===== src/rtl/seg7_pkg.sv =====
// Shared constants for the 4-digit seven-segment scanner: active-low segment
// patterns ({g,f,e,d,c,b,a}), anode idle value and digit count.
package seg7_pkg;

  localparam int NUM_DIGITS = 4;

  localparam logic [6:0] SEG_0    = 7'b1000000;
  localparam logic [6:0] SEG_1    = 7'b1111001;
  localparam logic [6:0] SEG_2    = 7'b0100100;
  localparam logic [6:0] SEG_3    = 7'b0110000;
  localparam logic [6:0] SEG_4    = 7'b0011001;
  localparam logic [6:0] SEG_5    = 7'b0010010;
  localparam logic [6:0] SEG_6    = 7'b0000010;
  localparam logic [6:0] SEG_7    = 7'b1111000;
  localparam logic [6:0] SEG_8    = 7'b0000000;
  localparam logic [6:0] SEG_9    = 7'b0010000;
  localparam logic [6:0] SEG_DASH = 7'b0111111;
  localparam logic [6:0] SEG_OFF  = 7'b1111111;

  localparam logic [3:0] ALL_ANODES_OFF = 4'hF;

  // Active-low one-hot anode for a digit index.
  function automatic logic [3:0] anode_for(input logic [1:0] idx);
    logic [3:0] one;
    one = 4'b0001;
    return ~(one << idx);
  endfunction

endpackage


===== src/rtl/bcd_to_seg7.sv =====
// Combinational BCD to active-low seven-segment decoder; codes 10-15 show a dash.
module bcd_to_seg7
  import seg7_pkg::*;
(
  input  logic [3:0] code,
  output logic [6:0] seg
);

  always_comb begin
    seg = SEG_DASH;
    case (code)
      4'd0:    seg = SEG_0;
      4'd1:    seg = SEG_1;
      4'd2:    seg = SEG_2;
      4'd3:    seg = SEG_3;
      4'd4:    seg = SEG_4;
      4'd5:    seg = SEG_5;
      4'd6:    seg = SEG_6;
      4'd7:    seg = SEG_7;
      4'd8:    seg = SEG_8;
      4'd9:    seg = SEG_9;
      default: seg = SEG_DASH;
    endcase
  end

endmodule


===== src/rtl/seven_seg_scan.sv =====
// 4-digit common-anode display scanner with per-frame digit snapshot and
// leading-zero blanking. Define SEG_BLINK_EN to add the blink port and blink timer.
module seven_seg_scan
  import seg7_pkg::*;
#(
  parameter int REFRESH_DIV = 100000,
  parameter int BLINK_SCANS = 250
) (
  input  logic       clk,
  input  logic       reset_n,
  input  logic [3:0] s0,
  input  logic [3:0] s1,
  input  logic [3:0] s2,
  input  logic [3:0] s3,
  input  logic [3:0] dp_pos,
  input  logic       lz_blank,
`ifdef SEG_BLINK_EN
  input  logic       blink,
`endif
  output logic [3:0] an,
  output logic [6:0] seg,
  output logic       dp
);

  localparam int CW = (REFRESH_DIV > 1) ? $clog2(REFRESH_DIV) : 1;
  localparam logic [CW-1:0] CNT_LAST = CW'(REFRESH_DIV - 1);

  logic [CW-1:0]             cnt;
  logic [1:0]                idx;
  logic [4*NUM_DIGITS-1:0]   snap;
  logic                      digit_end;
  logic                      frame_end;
  logic [3:0]                nib;
  logic [6:0]                dec_seg;
  logic [3:1]                upper_zero;
  logic                      blank;
  logic                      dark;

  assign digit_end = (cnt == CNT_LAST);
  assign frame_end = digit_end && (idx == 2'd3);

  always_ff @(posedge clk) begin
    if (!reset_n) begin
      cnt  <= '0;
      idx  <= '0;
      snap <= '0;
    end else begin
      if (digit_end) begin
        cnt <= '0;
        idx <= idx + 2'd1;
      end else begin
        cnt <= cnt + 1'b1;
      end
      // Inputs are captured only here so a frame never mixes two counter values.
      if (frame_end)
        snap <= {s3, s2, s1, s0};
    end
  end

  always_comb begin
    nib = snap[3:0];
    case (idx)
      2'd0: nib = snap[3:0];
      2'd1: nib = snap[7:4];
      2'd2: nib = snap[11:8];
      2'd3: nib = snap[15:12];
      default: nib = snap[3:0];
    endcase
  end

  bcd_to_seg7 u_dec (
    .code (nib),
    .seg  (dec_seg)
  );

  // upper_zero[i]: digit i and every more-significant digit hold code 0.
  assign upper_zero[3] = (snap[15:12] == 4'd0);
  assign upper_zero[2] = upper_zero[3] && (snap[11:8] == 4'd0);
  assign upper_zero[1] = upper_zero[2] && (snap[7:4] == 4'd0);

  always_comb begin
    blank = 1'b0;
    case (idx)
      2'd1: blank = upper_zero[1];
      2'd2: blank = upper_zero[2];
      2'd3: blank = upper_zero[3];
      default: blank = 1'b0;
    endcase
    blank = blank && lz_blank;
  end

`ifdef SEG_BLINK_EN
  localparam int BW = (BLINK_SCANS > 1) ? $clog2(BLINK_SCANS) : 1;
  localparam logic [BW-1:0] BLINK_LAST = BW'(BLINK_SCANS - 1);

  logic [BW-1:0] scan_cnt;
  logic          phase;

  always_ff @(posedge clk) begin
    if (!reset_n) begin
      scan_cnt <= '0;
      phase    <= 1'b0;
    end else if (frame_end) begin
      if (!blink) begin
        scan_cnt <= '0;
        phase    <= 1'b0;
      end else if (scan_cnt == BLINK_LAST) begin
        scan_cnt <= '0;
        phase    <= ~phase;
      end else begin
        scan_cnt <= scan_cnt + 1'b1;
      end
    end
  end

  assign dark = blink && phase;
`else
  assign dark = 1'b0;
`endif

  always_ff @(posedge clk) begin
    if (!reset_n) begin
      an  <= ALL_ANODES_OFF;
      seg <= SEG_OFF;
      dp  <= 1'b1;
    end else begin
      an <= anode_for(idx);
      if (blank || dark) begin
        seg <= SEG_OFF;
        dp  <= 1'b1;
      end else begin
        seg <= dec_seg;
        dp  <= ~dp_pos[idx];
      end
    end
  end

endmodule


===== config.mk =====
export PLATFORM = sky130hd
export DESIGN_NAME = seven_seg_scan
export DESIGN_NICKNAME = d
export VERILOG_FILES = /design/src/rtl/seg7_pkg.sv /design/src/rtl/bcd_to_seg7.sv /design/src/rtl/seven_seg_scan.sv
export SDC_FILE = /design/constraint.sdc
export NUM_CORES = 1
export LEC_CHECK = 0
export BUFFER_PORTS_ARGS = -buffer_cell sky130_fd_sc_hd__buf_4
export CAP_MARGIN = 20
export CORE_ASPECT_RATIO = 0.9
export CORE_MARGIN = 1.5
export CORE_UTILIZATION = 59
export DETAILED_ROUTE_END_ITERATION = 8
export GPL_TIMING_DRIVEN = 0
export PLACE_DENSITY_LB_ADDON = 0.3
export SLEW_MARGIN = 20
export SYNTH_ARGS = -nofsm -noshare
export SYNTH_HDL_FRONTEND = slang
export SYNTH_HIERARCHICAL = 1
export SYNTH_SLANG_ARGS = --single-unit

===== constraint.sdc =====
create_clock -name clk -period 4.1 [get_ports clk]
set_input_delay 0.41 -clock clk [delete_from_list [all_inputs] [get_ports clk]]
set_output_delay 0.41 -clock clk [all_outputs]
set_load 0.005 [all_outputs]

[Yosys cells after proc, flatten, opt, wreduce, memory -nomap -nowiden]
Memories as Yosys holds them, arrays and structs flattened. A register that Yosys moved wholly into a read port is not among the register bits.
Index checks and enable logic that the tools add are counted.
Widths: inputs -> output; s select.
Operators by class
  add/sub/neg operators: 2
  magnitude comparators: 1
  eq/ne operators: 4
  shift operators: 1
  multiplexer cells: 4
  bitwise logic cells: 3
  reduce and logical (&&, ||, !) cells: 10
Operator list (number)
  $add 17x1->17 const B: 1
  $eq 17x17->1 const B: 1
  $pmux 4 s4: 1
  $logic_not 4->1: 3
  $eq 2x2->1 const B: 2
  $logic_and 1x1->1: 4
  $not 4->4: 1
  $reduce_or 2->1: 2
  $shl 1x2->4 const A: 1
  $lt 2x3->1 const B: 1
  $pmux 1 s3: 1
  $add 2x1->2 const B: 1
  $bmux 1 s2: 1
  $eq 2x1->1 const B: 1
  $logic_not 2->1: 1
  $not 1->1: 2
  $mux 1: 1
Storage, ports and cells
  register bits after elaboration: 40
  bits in read-only memories: 112
  input port bits: 23
  memories: 1
Memories
  (name not given): depth 16, bits a word 7, read ports 1, clocked after memory_dff 1, wr ports 0, line bcd_to_seg7.sv:11  | case (code)

[Logic depth before layout (Yosys ltp)]
Gate-level depths: netlist of the first run.
  word-level depth: 6
  depth in mapped cells: 9
  mapped depth without buffers: 9

[Cells and area by module]
Netlist of the first run, hierarchy kept.
Modules (own cells, without submodules)
  seven_seg_scan: instances 1, cells an instance 225, area an instance 2103.3 um2
  bcd_to_seg7: instances 1, cells an instance 31, area an instance 240.2 um2

[Worst setup path after synthesis of the first run]
OpenSTA, ideal clock, no wires.
  path kind: flip-flop to flip-flop
  from: register idx[0]
  to: register seg[0]
  library setup time: 123 ps
  arrival time: 2302 ps
  required time: 3977 ps
  slack: 1674 ps
  cell stages (with the launch flop): 10
  clock period less this slack: 2426 ps
  cell sequence: dfxtp_1 -> ha_1 -> clkbuf_1 -> a222oi_1 -> mux2i_1 -> inv_1 -> ha_1 -> mux2i_1 -> a22oi_1 -> or2_2
Between the ends
  elaborated cells on any way between the ends: 8
  classes of those cells: eq/ne (3); mux (2); reduce/logical (3)
RTL lines
  start, declared: line seven_seg_scan.sv:29  | logic [1:0] idx;
  start signal, assigned: line seven_seg_scan.sv:50  | idx <= idx + 2'd1;
  $eq 2x2->1 (tied with other cells): line seven_seg_scan.sv:62  | case (idx)
  $pmux 4 s4 *: line seven_seg_scan.sv:62
  net nib[1]: line seven_seg_scan.sv:33  | logic [3:0] nib;
  end, declared: line seven_seg_scan.sv:21  | output logic [6:0] seg,
Mark *: on every way through the listed nets, which the timed path passes. The rest lies on a longest branch.
A chain may end at the register's enable or synchronous reset.

[Final worst setup path of the first run]
  from: register idx[0]
  to: register seg[3]
The elaborated chain is that of the path after synthesis.

==> metrics.txt, run 1 <==
first-pass GRT wire length 8350 um; synthesized area per cell 9.15 sq um; crit path cell chain ha_1 -> clkbuf_1 -> a222oi_1 -> mux2i_1 -> inv_1 -> ha_1 -> mux2i_1 -> a22oi_1 -> or2_2; crit share post-route 0.699; Worst path slowest cell mux2i_1; P_int 0.000623 W; initial core utilization 0.624; drt first pass iters 5; Util after Layout 0.730; min cycle time layout 2.87 ns; unrepaired setup endpoints after global routing false; layout cells sized above 1 0.215; CP endpoint kind flop; Fin. Hold Viols 0; Hold-fix buffers, CTS 0; Seq/Total Area, Yosys 0.401; CTS Buf Count 5; insertion delay to the later sink of the worst-skew pair 0.29 ns; class of the worst hold path input pin to flop; io pins 35; Net Sw Frac 0.208; Clock Path Buffers 2; FF-to-FF path depth 9; CP Launch Type flop; Comb power frac 0.057; Synth top cells by count 47 x dfxtp_1, 21 x nand4_1, 19 x nor2_1; Peak Freq 0.349 GHz; most common cell in the netlist dfxtp_1; status complete, no violations; number of max-cap violations 0; final WL 4690 um; Layout Skew 0.00667 ns; Setup CP Type flop to flop; number of buffers added on ports 34; final hold slack 0.380 ns; pre-CTS setup slack 1.27 ns; DP HPWL 3500 um; asr flop ratio synth 0; ANT cells 0; Net Count, Synth 290; die area 4360 sq um; Final Power 0.000786 W; Max-slew headroom 0.552; drt first-iter violations 105; sw power 0.000163 W; Site Rows 21; Mapped Cells 256; WP data required 4.28 ns; final slew viol count 0; Area Growth Syn to Fin 17.1%; GR Overflow Total 0; Post-synth EDFFs 0; Die X-Extent 69.4 um; Post-synth top flop dfxtp_1; Setup Fix Bufs, Post-CTS 0; PwrDens 286 nW/um^2; Crit path depth 9; RePlAce Congestion 0.816; synth unique cells 50; Max IR drop VDD 0.000237 V; Avg WL per Cell 13.7 um; initial antenna violation count 0; DRC 0; Clock Sinks 47; Total Neg Setup Slack 0 ns; total global-route track usage 0.232; max incr delay on CP 0.53 ns; area of the core 3760 sq um; CTS tree done; Mapped Area 2340 sq um; nets 331; CTS HTree Levels 2; CTS root buffer clkbuf_8; PnR worst setup slack 1.23 ns; final setup vio count 0; number of global-route vias before repair 1,842; Die Height 62.8 um; Via density 5.69; vias 1,952; WP data arrival 3.05 ns; Clk pwr share 0.349; worst hold path cell count 3; post-CTS sizing 0; Synth area leader dfxtp_1; Leak 1.03 nW; Reg clk slew, reported paths 0.08 ns; FF+latch count, synth 47; critical path's top delay family multiplexers; worst path buffer plus inverter count 2; worst slew pin tran 0.653 ns; antenna-violating nets left 0; pin count of the biggest net entering global routing 14; synth warn 6; Sequential Power Share 0.594; ranking of synthesized cells by area dfxtp_1 40%, ha_1 5.9%, nand4_1 5.6%; Max FO, Critical Path 10; Synth top area share 0.401
state kept, by name (all words and copies together), names as in the netlist:
register	flops
cnt	17
snap	16
seg	7
an	4
idx	2
dp	1
worst paths after layout:
kind / startpoint / end / slack [ns]
max reg2reg: idx[0] / seg[3] / 1.23
min reg2reg: snap[3] / snap[3] / 0.49
min: s3[2] / snap[14] / 0.38
max: idx[0] / seg[3] / 1.23
power groups by stage:
| stage | Combinational (W) | Clock, W | Sequential [W] |
|---|---|---|---|
| after floorplan | 0.0000170 | 0 | 0.000478 |
| after global placement | 0.0000440 | 0 | 0.000477 |
| after detailed placement | 0.0000448 | 0 | 0.000478 |
| after CTS | 0.0000449 | 0.000280 | 0.000467 |
| after global routing | 0.0000485 | 0.000300 | 0.000468 |
| final | 0.0000445 | 0.000274 | 0.000467 |
logic make-up after synthesis:
kind of cell / Yosys count / share of synthesized area
AO/OA/AOI/OAI: 55 / 0.160
XOR/XNOR: 13 / 0.0486
adder cells (fa/ha/maj): 11 / 0.0587
buffers and inverters: 28 / 0.0545
flip-flops: 47 / 0.401
multiplexers: 6 / 0.0310
AND/OR/NAND/NOR: 96 / 0.246
cells in the final DEF (no fill, tap or decap), drive strengths merged, types with 2 or more instances in the layout:
cell	Yosys	routed
a21oi	6	6
dfxtp	47	47
nor4b	2	2
o31ai	2	2
nand3	12	12
nor2	19	19
a22oi	2	2
nand4	21	21
and3	2	2
a21boi	17	17
or2	8	8
mux2i	5	5
xnor2	9	9
o21ai	19	19
a21o	2	2
nor4	8	8
nor2b	3	3
ha	11	11
nand2	7	7
a222oi	4	4
xor2	4	4
or3	2	2
nor3b	2	2
nand2b	2	2
inv	13	13
and2b	2	2
buf	6	40
clkbuf	9	15
layer usage:
layer,vias to the layer above,GRT usage,part of all wire
li1,998,-,-
met1,892,0.316,0.49
met2,57,0.377,0.45
met3,5,0.0500,0.052
met4,0,0.0588,0.0087
met5,-,0,0
tightest hold or removal path: cells and delay by family:
kind            cells  cell delay [ns]
simple gates        1             0.06
compound gates      1             0.05
buf+inv             1             0.11
cell type report:
cell class | count | area (sq um)
Clock inverter | 1 | 5.00
Buffer | 15 | 78.8
Fill cell | 296 | 1010
Inverter | 13 | 48.8
Sequential cell | 47 | 941
Tap cell | 46 | 57.6
Timing Repair Buffer | 34 | 255
Clock buffer | 6 | 82.6
Multi-Input combinational cell | 181 | 1270
metrics by stage:
step	cells	instance area (sq um)
after floorplan	256	2340
after global placement	336	2660
after detailed placement	336	2660
after CTS	343	2740
after global routing	343	2740
final	343	2740
(Power assumes the default switching activity.)
==> inputs of run 2 (changes only) <==
- ABC_AREA: unset -> 1
- CORE_UTILIZATION: 59 -> 51
- clock period: 4.1 -> 2.6 ns (I/O delays scaled with it)
==> run 2 against run 1 <==
Non-clock buffer count down 4. Via count grew 13%. Clock skew is 0.0017 ns higher.
==> metrics.txt, run 2 <==
number of max-cap violations 0 (unchanged); synth unique cells 27 (was 50); Area Growth Syn to Fin 16.7% (was 17.1%); CTS tree done (unchanged); Fillers 421 (was 296); Seq. cell area 941 sq um (unchanged); most common cell in the netlist nand2_1 (was dfxtp_1); Compound-Gate Fraction of Synth Area 0.0544 (was 0.160); Synth top area share 0.378 (was 0.401); main combinational cell family by area after synthesis simple AND/OR/NAND/NOR gates (unchanged); Post-Synth XOR/XNOR Area 0.0282 (was 0.0486); number of global-route vias before repair 2,033 (was 1,842); Post-Synth Adder-Cell Area 0.0554 (was 0.0587); CP Launch Type flop (unchanged); Max FO, Critical Path 10 (unchanged); area of the core 4580 sq um (was 3760 sq um); pin count of the biggest net entering global routing 14 (unchanged); Max-slew headroom 0.632 (was 0.552); Regs by FF count cnt: 17 flops, snap: 16 flops, seg: 7 flops (unchanged); PwrDens 425 nW/um^2 (was 286 nW/um^2); unrepaired setup endpoints after global routing false (unchanged); io pins 35 (unchanged); total global-route track usage 0.196 (was 0.232); most common cell after layout, fill and taps aside nand2_1 (was dfxtp_1); Mapped Area 2490 sq um (was 2340 sq um); placed insts 461 (was 336); layout cells sized above 1 0.140 (was 0.215); initial core utilization 0.543 (was 0.624); CP endpoint kind flop (unchanged); Simple-Gate Fraction of Synth Area 0.349 (was 0.246); ranking of synthesized cells by area dfxtp_1 38%, nand2_1 13%, inv_1 11% (was dfxtp_1 40%, ha_1 5.9%, nand4_1 5.6%); mux cell area share after synthesis 0 (was 0.0310); Reg-to-Reg Start idx[0] (unchanged); ANT cells 0 (unchanged); status complete, no violations (unchanged); Setup CP Type flop to flop (unchanged); number of buffers added on ports 34 (unchanged); Synth area leader dfxtp_1 (unchanged); Layout Skew 0.00840 ns (was 0.00667 ns); Most flops, register cnt (unchanged); Die X-Extent 76.6 um (was 69.4 um); DP HPWL 3590 um (was 3500 um); Finished Layout Cells 469 (was 343); die area 5300 sq um (was 4360 sq um); Post-synth EDFFs 0 (unchanged); leading cell types in the layout, fill and taps excluded 87 x nand2_1, 70 x inv_1, 49 x nor2_1 (was 47 x dfxtp_1, 35 x buf_4, 21 x nand4_1); max FFs per register 17 (unchanged); Fin. Hold Viols 0 (unchanged); crit path launch idx[0] (unchanged); final hold slack 0.271 ns (was 0.380 ns); Max IR drop VDD 0.000293 V (was 0.000237 V); FF+latch count, synth 47 (unchanged); Peak Freq 0.421 GHz (was 0.349 GHz); Hold-fix buffers, CTS 0 (unchanged); Clock Path Buffers 2 (unchanged); Die Height 69.2 um (was 62.8 um); WP data required 2.78 ns (was 4.28 ns); Synth top cells by count 87 x nand2_1, 70 x inv_1, 49 x nor2_1 (was 47 x dfxtp_1, 21 x nand4_1, 19 x nor2_1); asr flop ratio synth 0 (unchanged); Reg clk slew, reported paths 0.09 ns (was 0.08 ns); final slew viol count 0 (unchanged); CTS Buf Count 5 (unchanged); vias 2,197 (was 1,952); Leak 1.40 nW (was 1.03 nW); Multi-input gate area 1210 sq um (was 1270 sq um); nets 440 (was 331); Avg WL per Cell 10.1 um (was 13.7 um); Mapped Cells 365 (was 256); drt first pass iters 6 (was 5); final WL 4720 um (was 4690 um); insertion delay to the later sink of the worst-skew pair 0.31 ns (was 0.29 ns); Clock Sinks 47 (unchanged); Site Rows 23 (was 21); worst slew pin tran 0.548 ns (was 0.653 ns); class of the worst hold path input pin to flop (unchanged); Seq/Total Area, Yosys 0.378 (was 0.401); Total Neg Setup Slack 0 ns (unchanged); GR Overflow Total 0 (unchanged); crit share post-route 0.914 (was 0.699); first-pass GRT wire length 8450 um (was 8350 um); antenna-violating nets left 0 (unchanged); Net Count, Synth 399 (was 290); Via density 4.68 (was 5.69); Post-synth top flop dfxtp_1 (unchanged); synth warn 6 (unchanged); DRC 0 (unchanged); final setup vio count 0 (unchanged); synthesized area per cell 6.81 sq um (was 9.15 sq um); min cycle time layout 2.38 ns (was 2.87 ns); CTS HTree Levels 2 (unchanged); initial antenna violation count 0 (unchanged); worst hold start s3[0] (was s3[2]); RePlAce Congestion 0.880 (was 0.816); drt first-iter violations 101 (was 105); WP data arrival 2.56 ns (was 3.05 ns); CTS root buffer clkbuf_8 (unchanged)
## run 2: cell count changes in the layout (fill, tap and decap cells not counted), moves of 8 or more
cell / previous run / this run
a21boi_0: 14 / 0
nor4_1: 8 / 0
o21ai_0: 18 / 7
inv_1: 13 / 70
nor2_1: 19 / 49
nand3b_1: 0 / 8
nand2_1: 7 / 87
## run 2: through the flow
| step | setup slack (ns) | power (W) | cell area, sq um | utilization |
|---|---|---|---|---|
| 6_report | 0.223 | 0.00123 | 2900 | 0.634 |
| 5_1_grt | 0.00846 | 0.00128 | 2900 | 0.634 |
| 2_1_floorplan | 0.371 | 0.000781 | 2490 | - |
| 4_1_cts | 0.00135 | 0.00125 | 2900 | 0.634 |
| 3_5_place_dp | 0.0208 | 0.000825 | 2820 | 0.616 |
| 3_3_place_gp | 0.0831 | 0.000823 | 2820 | 0.616 |
## run 2: layout make-up
class	count	share of cell area
buffer	11	0.0198
clock buffer	7	0.0263
clock inverter	1	0.00173
inverter	74	0.0958
multi-input combinational	233	0.417
sequential	47	0.324
tap	62	0.0267
timing repair buffer	34	0.0880
## run 2: power by group
part	internal, W	switching (W)
logic	0.0000414	0.0000315
registers	0.000730	0.00000408
clock network	0.000189	0.000238
total	0.000960	0.000273
## run 2: what timing repair did
| action | CTS | global route |
|---|---|---|
| resized for setup | 0 | 3 |
| setup buffers | 0 | 0 |
| endpoints found under the setup margin | 0 | 4 |
## run 2: worst paths after layout
kind / to / slack, ns / cells past startpoint
max: seg[3] / 0.22 / 12
min reg2reg: cnt[0] / 0.45 / 1
min: snap[12] / 0.27 / 5
max reg2reg: seg[3] / 0.22 / 12
## run 2: cell families (layout without fill, tap and decap cells)
logic type	Yosys count	after routing
DFF	47	47
buffers and inverters	85	127
adders and majority gates	11	11
and+or+nand+nor	189	189
AOI/OAI and AO/OA	25	25
xor gates and xnor gates	8	8
## run 2: metal layers
metal,global-route usage,vias to the layer above,part of all wire
li1,-,1198,-
met1,0.223,960,0.44
met2,0.358,30,0.51
met3,0.0395,9,0.029
met4,0.0761,0,0.018
met5,0,-,0
## run 2: critical path, cell delays in order, from the launching register on
cell,delay (ns)
dfxtp_1,0.41
ha_1,0.17
buf_2,0.23
inv_1,0.13
o22ai_1,0.13
a21oi_1,0.06
o21ai_1,0.30
inv_1,0.15
ha_1,0.30
nand2_1,0.06
nand3_1,0.11
nand2_1,0.04
nand3b_1,0.15
==> inputs of run 3 (changes only) <==
--- a/config.mk
+++ b/config.mk
@@ -10,3 +10,2 @@
 export CAP_MARGIN = 20
-export CORE_ASPECT_RATIO = 0.9
 export CORE_MARGIN = 1.5
--- a/constraint.sdc
+++ b/constraint.sdc
@@ -3,2 +3,2 @@
 set_output_delay 0.26 -clock clk [all_outputs]
-set_load 0.005 [all_outputs]
+set_load 0.05 [all_outputs]
==> run 3 against run 2 <==
Final cell count is 1.1% higher. First-iteration DRC count fell by 0.99%. Global-route usage increased by 1.8 points. Routed wire length is 4.2% higher. Non-clock buffer count stayed put. Core utilization is 1.4 points lower. Worst setup slack better by 0.11 ns. Largest power group unchanged.
==> metrics.txt, run 3 (synthesis results as in run 2) <==
status complete, no violations (unchanged); Max-slew headroom 0.626 (was 0.632); Setup CP Type flop to flop (unchanged); Fin. Hold Viols 0 (unchanged); Clock Path Buffers 2 (unchanged); WP data required 2.78 ns (about the same); number of global-route vias before repair 2,189 (was 2,033); DRC 0 (unchanged); Clock Sinks 47 (unchanged); Util after Layout 0.620 (was 0.634); pin count of the biggest net entering global routing 14 (unchanged); ANT cells 0 (unchanged); Via density 4.68 (about the same); final WL 4920 um (was 4720 um); Die Height 72.8 um (was 69.2 um); Regs by FF count cnt: 17 flops, snap: 16 flops, seg: 7 flops (unchanged); GR Overflow Total 0 (unchanged); drt first pass iters 4 (was 6); Max FO, Critical Path 10 (unchanged); CTS HTree Levels 2 (unchanged); Die X-Extent 72.8 um (was 76.6 um); Total Neg Setup Slack 0 ns (unchanged); DP HPWL 3620 um (was 3590 um); critical path's top delay family buffers and inverters (unchanged); CTS root buffer clkbuf_8 (unchanged); Leak 1.41 nW (was 1.40 nW); most common cell after layout, fill and taps aside nand2_1 (unchanged); initial core utilization 0.526 (was 0.543); min cycle time layout 2.27 ns (was 2.38 ns); crit path cell chain ha_1 -> buf_2 -> inv_1 -> o22ai_1 -> a21oi_1 -> o21ai_1 -> inv_1 -> ha_1 -> nand2_1 -> nand3_1 -> nand2_1 -> nand3b_1 (unchanged); Setup Fix Bufs, Post-CTS 0 (unchanged); max incr delay on CP 0.41 ns (about the same); number of buffers added on ports 34 (unchanged); number of max-cap violations 0 (unchanged); unrepaired setup endpoints after global routing false (unchanged); Layout Skew 0.00759 ns (was 0.00840 ns); Avg WL per Cell 10.4 um (was 10.1 um); Seq. cell area 941 sq um (unchanged); WP data arrival 2.44 ns (was 2.56 ns); layout cells sized above 1 0.145 (was 0.140); Fillers 443 (was 421); CP Launch Type flop (unchanged); Reg clk slew, reported paths 0.09 ns (about the same); worst slew pin tran 0.557 ns (was 0.548 ns); final slew viol count 0 (unchanged); initial antenna violation count 0 (unchanged); total global-route track usage 0.214 (was 0.196); Multi-input gate area 1210 sq um (about the same); first-pass GRT wire length 8960 um (was 8450 um); nets 440 (unchanged); insertion delay to the later sink of the worst-skew pair 0.30 ns (was 0.31 ns); max FFs per register 17 (unchanged); Peak Freq 0.441 GHz (was 0.421 GHz); CTS tree done (unchanged); crit share post-route 0.872 (was 0.914); RePlAce Congestion 0.862 (was 0.880); class of the worst hold path input pin to flop (unchanged); io pins 35 (unchanged); leading cell types in the layout, fill and taps excluded 87 x nand2_1, 70 x inv_1, 49 x nor2_1 (unchanged); Site Rows 25 (was 23); PwrDens 446 nW/um^2 (was 425 nW/um^2); area of the core 4720 sq um (was 4580 sq um); final setup vio count 0 (unchanged); antenna-violating nets left 0 (unchanged); CTS Buf Count 5 (unchanged); vias 2,216 (was 2,197); die area 5300 sq um (about the same); drt first-iter violations 100 (was 101); CP endpoint kind flop (unchanged); Max IR drop VDD 0.000276 V (was 0.000293 V); Most flops, register cnt (unchanged); Final Power 0.00131 W (was 0.00123 W); Area Growth Syn to Fin 17.8% (was 16.7%); worst path buffer plus inverter count 3 (unchanged); Worst path slowest cell dfxtp_1 (unchanged)
run 3: cell types whose count changed in the layout (fill, tap and decap cells not counted), sizes merged:
cell    before  now
clkbuf      10   11
clkinv       1    0
run 3: layer usage:
metal  global-route usage  share of wire  wire [um]  up-vias
met5                    0              0          0        -
met4               0.0860         0.0051         25        0
met3               0.0552          0.023        113        4
met2                0.384           0.53       2610       28
met1                0.241           0.44       2170      986
li1                     -              -          -     1198
run 3: layout make-up:
| type | instances | share of cell area |
|---|---|---|
| Buffer | 11 | 0.0196 |
| Tap cell | 67 | 0.0286 |
| Timing Repair Buffer | 34 | 0.0871 |
| Inverter | 74 | 0.0948 |
| Clock buffer | 8 | 0.0342 |
| Multi-Input combinational cell | 233 | 0.414 |
| Sequential cell | 47 | 0.321 |
run 3: worst reg2reg max path: cells and delay by family (launching register included):
kind                     cells  cell delay, ns
buffers and inverters        3            0.49
adder cells (fa/ha/maj)      2            0.46
AO/OA/AOI/OAI                3            0.42
flip-flops                   1            0.41
AND/OR/NAND/NOR              4            0.37
run 3: repair_timing:
action | in CTS | in global routing
endpoints found under the setup margin | 0 | 7
hold buffers | 0 | 0
gates resized for setup | 0 | 4
hold endpoints to repair | 0 | 0
run 3: worst paths after layout:
kind | from | endpoint | slack [ns] | cells past startpoint
worst min-delay path | s2[2] | snap[10] | 0.27 | 5
worst max register to register | idx[0] | seg[3] | 0.33 | 12
worst min register to register | cnt[0] | cnt[0] | 0.45 | 1
worst max-delay path | idx[0] | seg[3] | 0.33 | 12
run 3: report_power, final:
part / total, W / switching [W] / leakage (nW) / internal (W)
Combinational: 0.0000967 / 0.0000548 / 0.973 / 0.0000420
Sequential: 0.000734 / 0.00000428 / 0.382 / 0.000730
Clock: 0.000476 / 0.000234 / 0.0515 / 0.000243
run 3: per-stage QoR:
stage	area, sq um	hold slack (ns)	instances	setup slack [ns]
5_1_grt	2930	0.298	474	0.0635
4_1_cts	2930	0.273	474	0.0343
2_1_floorplan	2490	0.418	365	0.371
3_5_place_dp	2830	0.441	466	0.0585
3_3_place_gp	2830	0.429	466	0.0662
6_report	2930	0.273	474	0.332
